**config.mk**
```make
export PLATFORM = sky130hd
export DESIGN_NAME = axim_wr_packer
export DESIGN_NICKNAME = d
export VERILOG_FILES = /design/src/rtl/axim_wr_packer.sv
export SDC_FILE = /design/constraint.sdc
export NUM_CORES = 1
export LEC_CHECK = 0
export BUFFER_PORTS_ARGS = -buffer_cell sky130_fd_sc_hd__buf_2
export CORE_MARGIN = 5
export CORE_UTILIZATION = 30
export CTS_CLUSTER_SIZE = 8
export DETAILED_ROUTE_END_ITERATION = 16
export PLACE_DENSITY = 0.5
export SYNTH_ARGS = -nofsm -noshare
export SYNTH_HDL_FRONTEND = slang
export SYNTH_SLANG_ARGS = --single-unit
```
**constraint.sdc**
```tcl
create_clock -name clk -period 2.65 [get_ports clk]
set_input_delay 0.6625 -clock clk [delete_from_list [all_inputs] [get_ports clk]]
set_output_delay 0.6625 -clock clk [all_outputs]
set_load 0.02 [all_outputs]
```
**src/rtl/axim_wr_packer.sv**
```systemverilog
// axim_wr_packer: packs SEW-wide vector-store elements into bus words
// with byte strobes and drives the AXI master controller write path.
module axim_wr_packer #(
    parameter int C_M_AXI_ADDR_WIDTH = 32,
    parameter int C_M_AXI_DATA_WIDTH = 32,
    parameter int C_XFER_SIZE_WIDTH  = 32,
    parameter int C_NELEM_WIDTH      = 16
) (
    input  logic                              clk,
    input  logic                              rstn,
    input  logic                              cmd_valid,
    output logic                              cmd_ready,
    input  logic [C_M_AXI_ADDR_WIDTH-1:0]     cmd_addr,
    input  logic [C_NELEM_WIDTH-1:0]          cmd_nelem,
    input  logic [1:0]                        cmd_sew,
    input  logic                              elem_valid,
    output logic                              elem_ready,
    input  logic [31:0]                       elem_data,
    input  logic                              elem_en,
    output logic                              ctrl_wstart,
    output logic [C_M_AXI_ADDR_WIDTH-1:0]     ctrl_waddr_offset,
    output logic [C_XFER_SIZE_WIDTH-1:0]      ctrl_wxfer_size,
    output logic                              ctrl_wstrb_msk_en,
    input  logic                              ctrl_wdone,
    output logic                              wr_tvalid,
    input  logic                              wr_tready,
    output logic [C_M_AXI_DATA_WIDTH-1:0]     wr_tdata,
    output logic [C_M_AXI_DATA_WIDTH/8-1:0]   wr_tstrb_msk,
    output logic                              done
);

    localparam int AW  = C_M_AXI_ADDR_WIDTH;
    localparam int DW  = C_M_AXI_DATA_WIDTH;
    localparam int XW  = C_XFER_SIZE_WIDTH;
    localparam int NW  = C_NELEM_WIDTH;
    localparam int DWB = DW / 8;
    localparam int LB  = $clog2(DWB);
    localparam int PW  = LB + 1;
    localparam int SW  = DWB + 1;

    typedef enum logic [2:0] {
        S_IDLE,
        S_START,
        S_PACK,
        S_WAIT,
        S_FIN
    } state_t;

    state_t          state_q, state_d;
    logic            ready_q, ready_d;
    logic [AW-1:0]   waddr_q, waddr_d;
    logic [XW-1:0]   size_q, size_d;
    logic [1:0]      sew_q, sew_d;
    logic [NW-1:0]   left_q, left_d;
    logic [PW-1:0]   ptr_q, ptr_d;
    logic [DW-1:0]   acc_q, acc_d;
    logic [DWB-1:0]  accs_q, accs_d;
    logic            tvalid_q, tvalid_d;
    logic [DW-1:0]   tdata_q, tdata_d;
    logic [DWB-1:0]  tstrb_q, tstrb_d;

    logic [1:0]      sew_in;
    logic [LB-1:0]   off_in;
    logic [XW-1:0]   bytes_in;
    logic [XW-1:0]   size_in;
    logic [AW-1:0]   waddr_in;

    logic [PW-1:0]   esz;
    logic [PW-1:0]   ptr_nx;
    logic [31:0]     emask;
    logic [DW-1:0]   edata_ext;
    logic [DW-1:0]   edata_sh;
    logic [SW-1:0]   estrb_w;
    logic [DWB-1:0]  estrb_sh;
    logic [DW-1:0]   pack_acc;
    logic [DWB-1:0]  pack_strb;

    logic            cmd_fire;
    logic            elem_fire;
    logic            beat_fire;
    logic            last_beat;
    logic            emit;

    // Command arithmetic; SEW encoding 3 is folded onto 32-bit elements.
    assign sew_in   = (cmd_sew == 2'd3) ? 2'd2 : cmd_sew;
    assign off_in   = cmd_addr[LB-1:0];
    assign bytes_in = XW'(off_in) + (XW'(cmd_nelem) << sew_in);
    assign size_in  = (bytes_in + XW'(DWB - 1)) & ~XW'(DWB - 1);
    assign waddr_in = cmd_addr & ~AW'(DWB - 1);

    assign esz    = PW'(1) << sew_q;
    assign ptr_nx = ptr_q + esz;

    always_comb begin
        emask = 32'hFFFF_FFFF;
        unique case (1'b1)
            (sew_q == 2'd0): emask = 32'h0000_00FF;
            (sew_q == 2'd1): emask = 32'h0000_FFFF;
            default:         emask = 32'hFFFF_FFFF;
        endcase
    end

    always_comb begin
        edata_ext        = '0;
        edata_ext[31:0]  = elem_data & emask;
    end

    assign edata_sh  = edata_ext << {ptr_q, 3'b000};
    assign estrb_w   = (SW'(1) << esz) - SW'(1);
    assign estrb_sh  = elem_en ? (estrb_w[DWB-1:0] << ptr_q) : '0;
    assign pack_acc  = acc_q | edata_sh;
    assign pack_strb = accs_q | estrb_sh;

    assign cmd_fire   = cmd_valid & ready_q;
    assign elem_ready = (state_q == S_PACK) && (left_q != '0) &&
                        (!tvalid_q || wr_tready);
    assign elem_fire  = elem_valid & elem_ready;
    assign beat_fire  = tvalid_q & wr_tready;
    // Once every element is packed, only the final word can be pending.
    assign last_beat  = beat_fire && (left_q == '0);
    assign emit       = elem_fire &&
                        ((ptr_nx == PW'(DWB)) || (left_q == NW'(1)));

    always_comb begin
        state_d  = state_q;
        waddr_d  = waddr_q;
        size_d   = size_q;
        sew_d    = sew_q;
        left_d   = left_q;
        ptr_d    = ptr_q;
        acc_d    = acc_q;
        accs_d   = accs_q;
        tvalid_d = tvalid_q;
        tdata_d  = tdata_q;
        tstrb_d  = tstrb_q;

        unique case (state_q)
            S_IDLE: begin
                if (cmd_fire) begin
                    waddr_d  = waddr_in;
                    size_d   = size_in;
                    sew_d    = sew_in;
                    left_d   = cmd_nelem;
                    ptr_d    = PW'(off_in);
                    acc_d    = '0;
                    accs_d   = '0;
                    tvalid_d = 1'b0;
                    state_d  = (cmd_nelem == '0) ? S_FIN : S_START;
                end
            end
            S_START: state_d = S_PACK;
            S_PACK: begin
                if (last_beat) begin
                    state_d = ctrl_wdone ? S_FIN : S_WAIT;
                end
            end
            S_WAIT: begin
                if (ctrl_wdone) begin
                    state_d = S_FIN;
                end
            end
            S_FIN:   state_d = S_IDLE;
            default: state_d = S_IDLE;
        endcase

        if (beat_fire) begin
            tvalid_d = 1'b0;
        end

        if (elem_fire) begin
            left_d = left_q - NW'(1);
            if (emit) begin
                tvalid_d = 1'b1;
                tdata_d  = pack_acc;
                tstrb_d  = pack_strb;
                acc_d    = '0;
                accs_d   = '0;
                ptr_d    = '0;
            end else begin
                acc_d    = pack_acc;
                accs_d   = pack_strb;
                ptr_d    = ptr_nx;
            end
        end
    end

    assign ready_d = (state_d == S_IDLE);

    always_ff @(posedge clk or negedge rstn) begin
        if (!rstn) begin
            state_q  <= S_IDLE;
            ready_q  <= 1'b0;
            waddr_q  <= '0;
            size_q   <= '0;
            sew_q    <= '0;
            left_q   <= '0;
            ptr_q    <= '0;
            acc_q    <= '0;
            accs_q   <= '0;
            tvalid_q <= 1'b0;
            tdata_q  <= '0;
            tstrb_q  <= '0;
        end else begin
            state_q  <= state_d;
            ready_q  <= ready_d;
            waddr_q  <= waddr_d;
            size_q   <= size_d;
            sew_q    <= sew_d;
            left_q   <= left_d;
            ptr_q    <= ptr_d;
            acc_q    <= acc_d;
            accs_q   <= accs_d;
            tvalid_q <= tvalid_d;
            tdata_q  <= tdata_d;
            tstrb_q  <= tstrb_d;
        end
    end

    assign cmd_ready         = ready_q;
    assign ctrl_wstart       = (state_q == S_START);
    assign ctrl_waddr_offset = waddr_q;
    assign ctrl_wxfer_size   = size_q;
    assign ctrl_wstrb_msk_en = (state_q == S_START) ||
                               (state_q == S_PACK)  ||
                               (state_q == S_WAIT);
    assign wr_tvalid         = tvalid_q;
    assign wr_tdata          = tdata_q;
    assign wr_tstrb_msk      = tstrb_q;
    assign done              = (state_q == S_FIN);

endmodule

```
==> summary.txt <==
Power
  – VDD IR-drop max: 0.000456 V
  – Logic pwr share: 0.462
  – Internal power: 6640 uW
  – PD cells: 1160 nW/um2
  – Sequential Power Share: 0.322
  – Leak: 0.00484 uW
  – P_sw: 4760 uW
  – Net Sw Frac: 0.418
  – Clock network fraction of design power: 0.216

CTS
  – Root buffer cell: clkbuf_16
  – CTS buffer count: 17
  – Worst-skew pair later-pin latency: 420 ps
  – CTS Hold Buffers Added: 0
  – Sink Count: 146
  – CTS tree: done
  – Clock H-tree levels: 4
  – Clock Tree Buf Depth: 2
  – Clock slew at reported path FFs: about 70 ps

Timing
  – Final setup viols: 0
  – Fin. max-slew vios: 0
  – Final Hold Vio Count: 0
  – Worst Tran Pin Value: approximately 630 ps
  – Tmin final: 2570 ps
  – Fin crit share: 0.970
  – Setup Skew: 9.72 ps
  – Fmax: 389 MHz
  – Setup WS post-layout: between 70 and 80 ps
  – Worst relative slew slack: 0.575

Placed design
  – Cell Area, Placed: roughly 9100 um2
  – GP Congestion: 0.842
  – Port bufs: around 180
  – Pre-CTS setup slack: -331 ps
  – Detailed placement HPWL: 15700 um

Cells and area
  – Final Cell Area: around 9800 um2
  – Antenna diode count: 0
  – Nets: between 1000 and 1500
  – # fillers: about 2500
  – Fraction of layout cells with a size suffix above 1: 0.304
  – Core Util, Final: 0.402
  – Area grow syn2layout: 31.5%

Global route
  – Total grt overflow: 0
  – Initial antenna violation count: 0
  – Largest net degree at the start of global routing: 79
  – GRT Total Usage: 0.153
  – First-pass GRT wire length: 35300 um
  – Vias in the first global route: between 6000 and 7000

Synthesis
  – Ys Warns: 0
  – Yosys top cell area share: 0.488
  – Synth Instances: 829
  – Number of synthesized register bits: ~150
  – Cell taking the most area after synthesis: dfrtp_1
  – FFs w/ async S/R, synth: 1.00
  – Synth cell count leaders: 177 x nand2_1, 146 x dfrtp_1, 85 x o21ai_0
  – Synthesized area per cell: 9.03 um2
  – Count leader, synth: nand2_1
  – Post-synth EDFFs: 0
  – Sequential area share after synthesis: 0.488
  – Post-Syn Area: 7490 um2
  – Primary FF master, synth: dfrtp_1
  – Ranking of synthesized cells by area: dfrtp_1 49%, nand2_1 8.9%, o21ai_0 5.7%, nor2_1 4.1%, mux2i_1 3.9%
  – Distinct cell type count after synthesis: 60

Route
  – First DRT Iteration DRCs: 435
  – DRC viols: 0
  – Vias: 6623
  – Detail Route Antenna Nets: 0
  – Detail-routed net length per standard cell: between 15 and 20 um
  – Via/cell ratio: 4.81
  – Detailed Route WL: ~22000 um
  – TritonRoute pass-1 iters: 5

Die
  – # IOs: 195
  – Initial core utilization: 0.306
  – Chip Width: ~170 um
  – Die span in y: between 150 and 200 um
  – Core Rows: 57
  – CORE AREA: 24500 um2
  – Die area: 28200 um2

Flow run
  – Max cap viols: 0

Outcome
  – Status: completed

Worst setup path
  – Reg2reg path depth: 11
  – Endpoint type of the worst setup path: primary output
  – Startpoint types: register
  – Worst path required time: 1990 ps
  – Crit Path Max Fanout: 5
  – Worst Path Arrival: around 1900 ps
  – Worst setup path class: reg -> out

Worst hold path
  – Worst Hold Class: in -> async
[through the flow]
step                hold WS (ps)  power [uW]  setup TNS, ps  instances
detailed placement           457        8720          -8060       1337
CTS                          163       11300          -2.04       1372
global placement             454        8680          -3330       1337
finish                       159       11400              0       1378
floorplan                    367        6910          -4560        844
global route                 176       12300          -9.21       1378
[metal layers]
layer,global-route usage,share of wire
met2,0.242,0.46
met5,0,0
met4,0.0314,0.0086
met3,0.0380,0.059
met1,0.213,0.47
[power groups by stage]
| stage | logic, uW | registers [uW] | clock network [uW] |
|---|---|---|---|
| after floorplan | 2610 | 4300 | 0 |
| after global placement | 4980 | 3700 | 0 |
| after detailed placement | 5010 | 3710 | 0 |
| after CTS | 5100 | 3670 | 2550 |
| after global routing | 5810 | 3810 | 2640 |
| final | 5270 | 3670 | 2470 |
[cell families (layout without fill, tap and decap cells)]
kind of cell	Yosys count	in the layout	share of synthesized area
buffers and inverters	74	284	0.0486
xor gates and xnor gates	15	15	0.0194
muxes	43	43	0.0633
DFF	146	146	0.488
adders and majority gates	13	13	0.0237
other	1	16	0.000501
AOI/OAI and AO/OA	199	199	0.159
and+or+nand+nor	338	338	0.198
[registers in the layout, summed over array words and instances, names as in the netlist]
register	cells
acc_q	32
wr_tdata	32
ctrl_waddr_offset	30
ctrl_wxfer_size	18
left_q	16
accs_q	4
wr_tstrb_msk	4
ptr_q	3
state_q	3
sew_q	2
cmd_ready	1
wr_tvalid	1
[layout make-up]
type / instances / area, um2 / area share
flip-flops and latches: 146 / 3650 / 0.371
clock inverters: 13 / 150 / 0.0152
well taps: 324 / 405 / 0.0412
clock buffers: 19 / 443 / 0.0450
repair buffers: 241 / 1500 / 0.152
multi-input cells: 624 / 3650 / 0.371
inverters: 11 / 41.3 / 0.00419
[cells in the final DEF (no fill, tap or decap), drive strengths merged, types with 14 or more instances in the layout]
cell    synthesis  layout
mux2           14      14
a21oi          38      38
o21ai          86      86
dfrtp         146     146
buf            28     239
a22oi          16      16
clkbuf         35      21
nand2         177     177
conb            1      16
nor2           83      83
mux2i          29      29
inv            11      17
[critical path: stages (launching register included)]
cell and delay, ps:
dfrtp_1 380, or4_4 590, nor3_4 170, buf_6 130, a21oi_1 60, buf_2 160
[path summary, 6_finish.rpt]
kind,slack [ps],end,startpoint
setup / recovery,80,elem_ready,left_q[9]
hold / removal,160,wr_tdata[30],rstn
setup reg to reg,110,acc_q[3],sew_q[0]
hold reg to reg,470,ctrl_waddr_offset[18],ctrl_waddr_offset[18]
max in group asynchronous,1760,ctrl_wxfer_size[6],rstn
min in group clk,430,ctrl_waddr_offset[3],cmd_addr[3]
[repair_timing]
| item | 4_1_cts | 5_1_grt |
|---|---|---|
| gates cloned | 0 | 3 |
| resized for setup | 2 | 14 |
| endpoints found under the hold margin | 0 | 0 |
| buffers inserted | 3 | 4 |
| pin swaps | 1 | 5 |
| setup endpoints to repair | 75 | 58 |
Power figures use the tool's default switching activity.
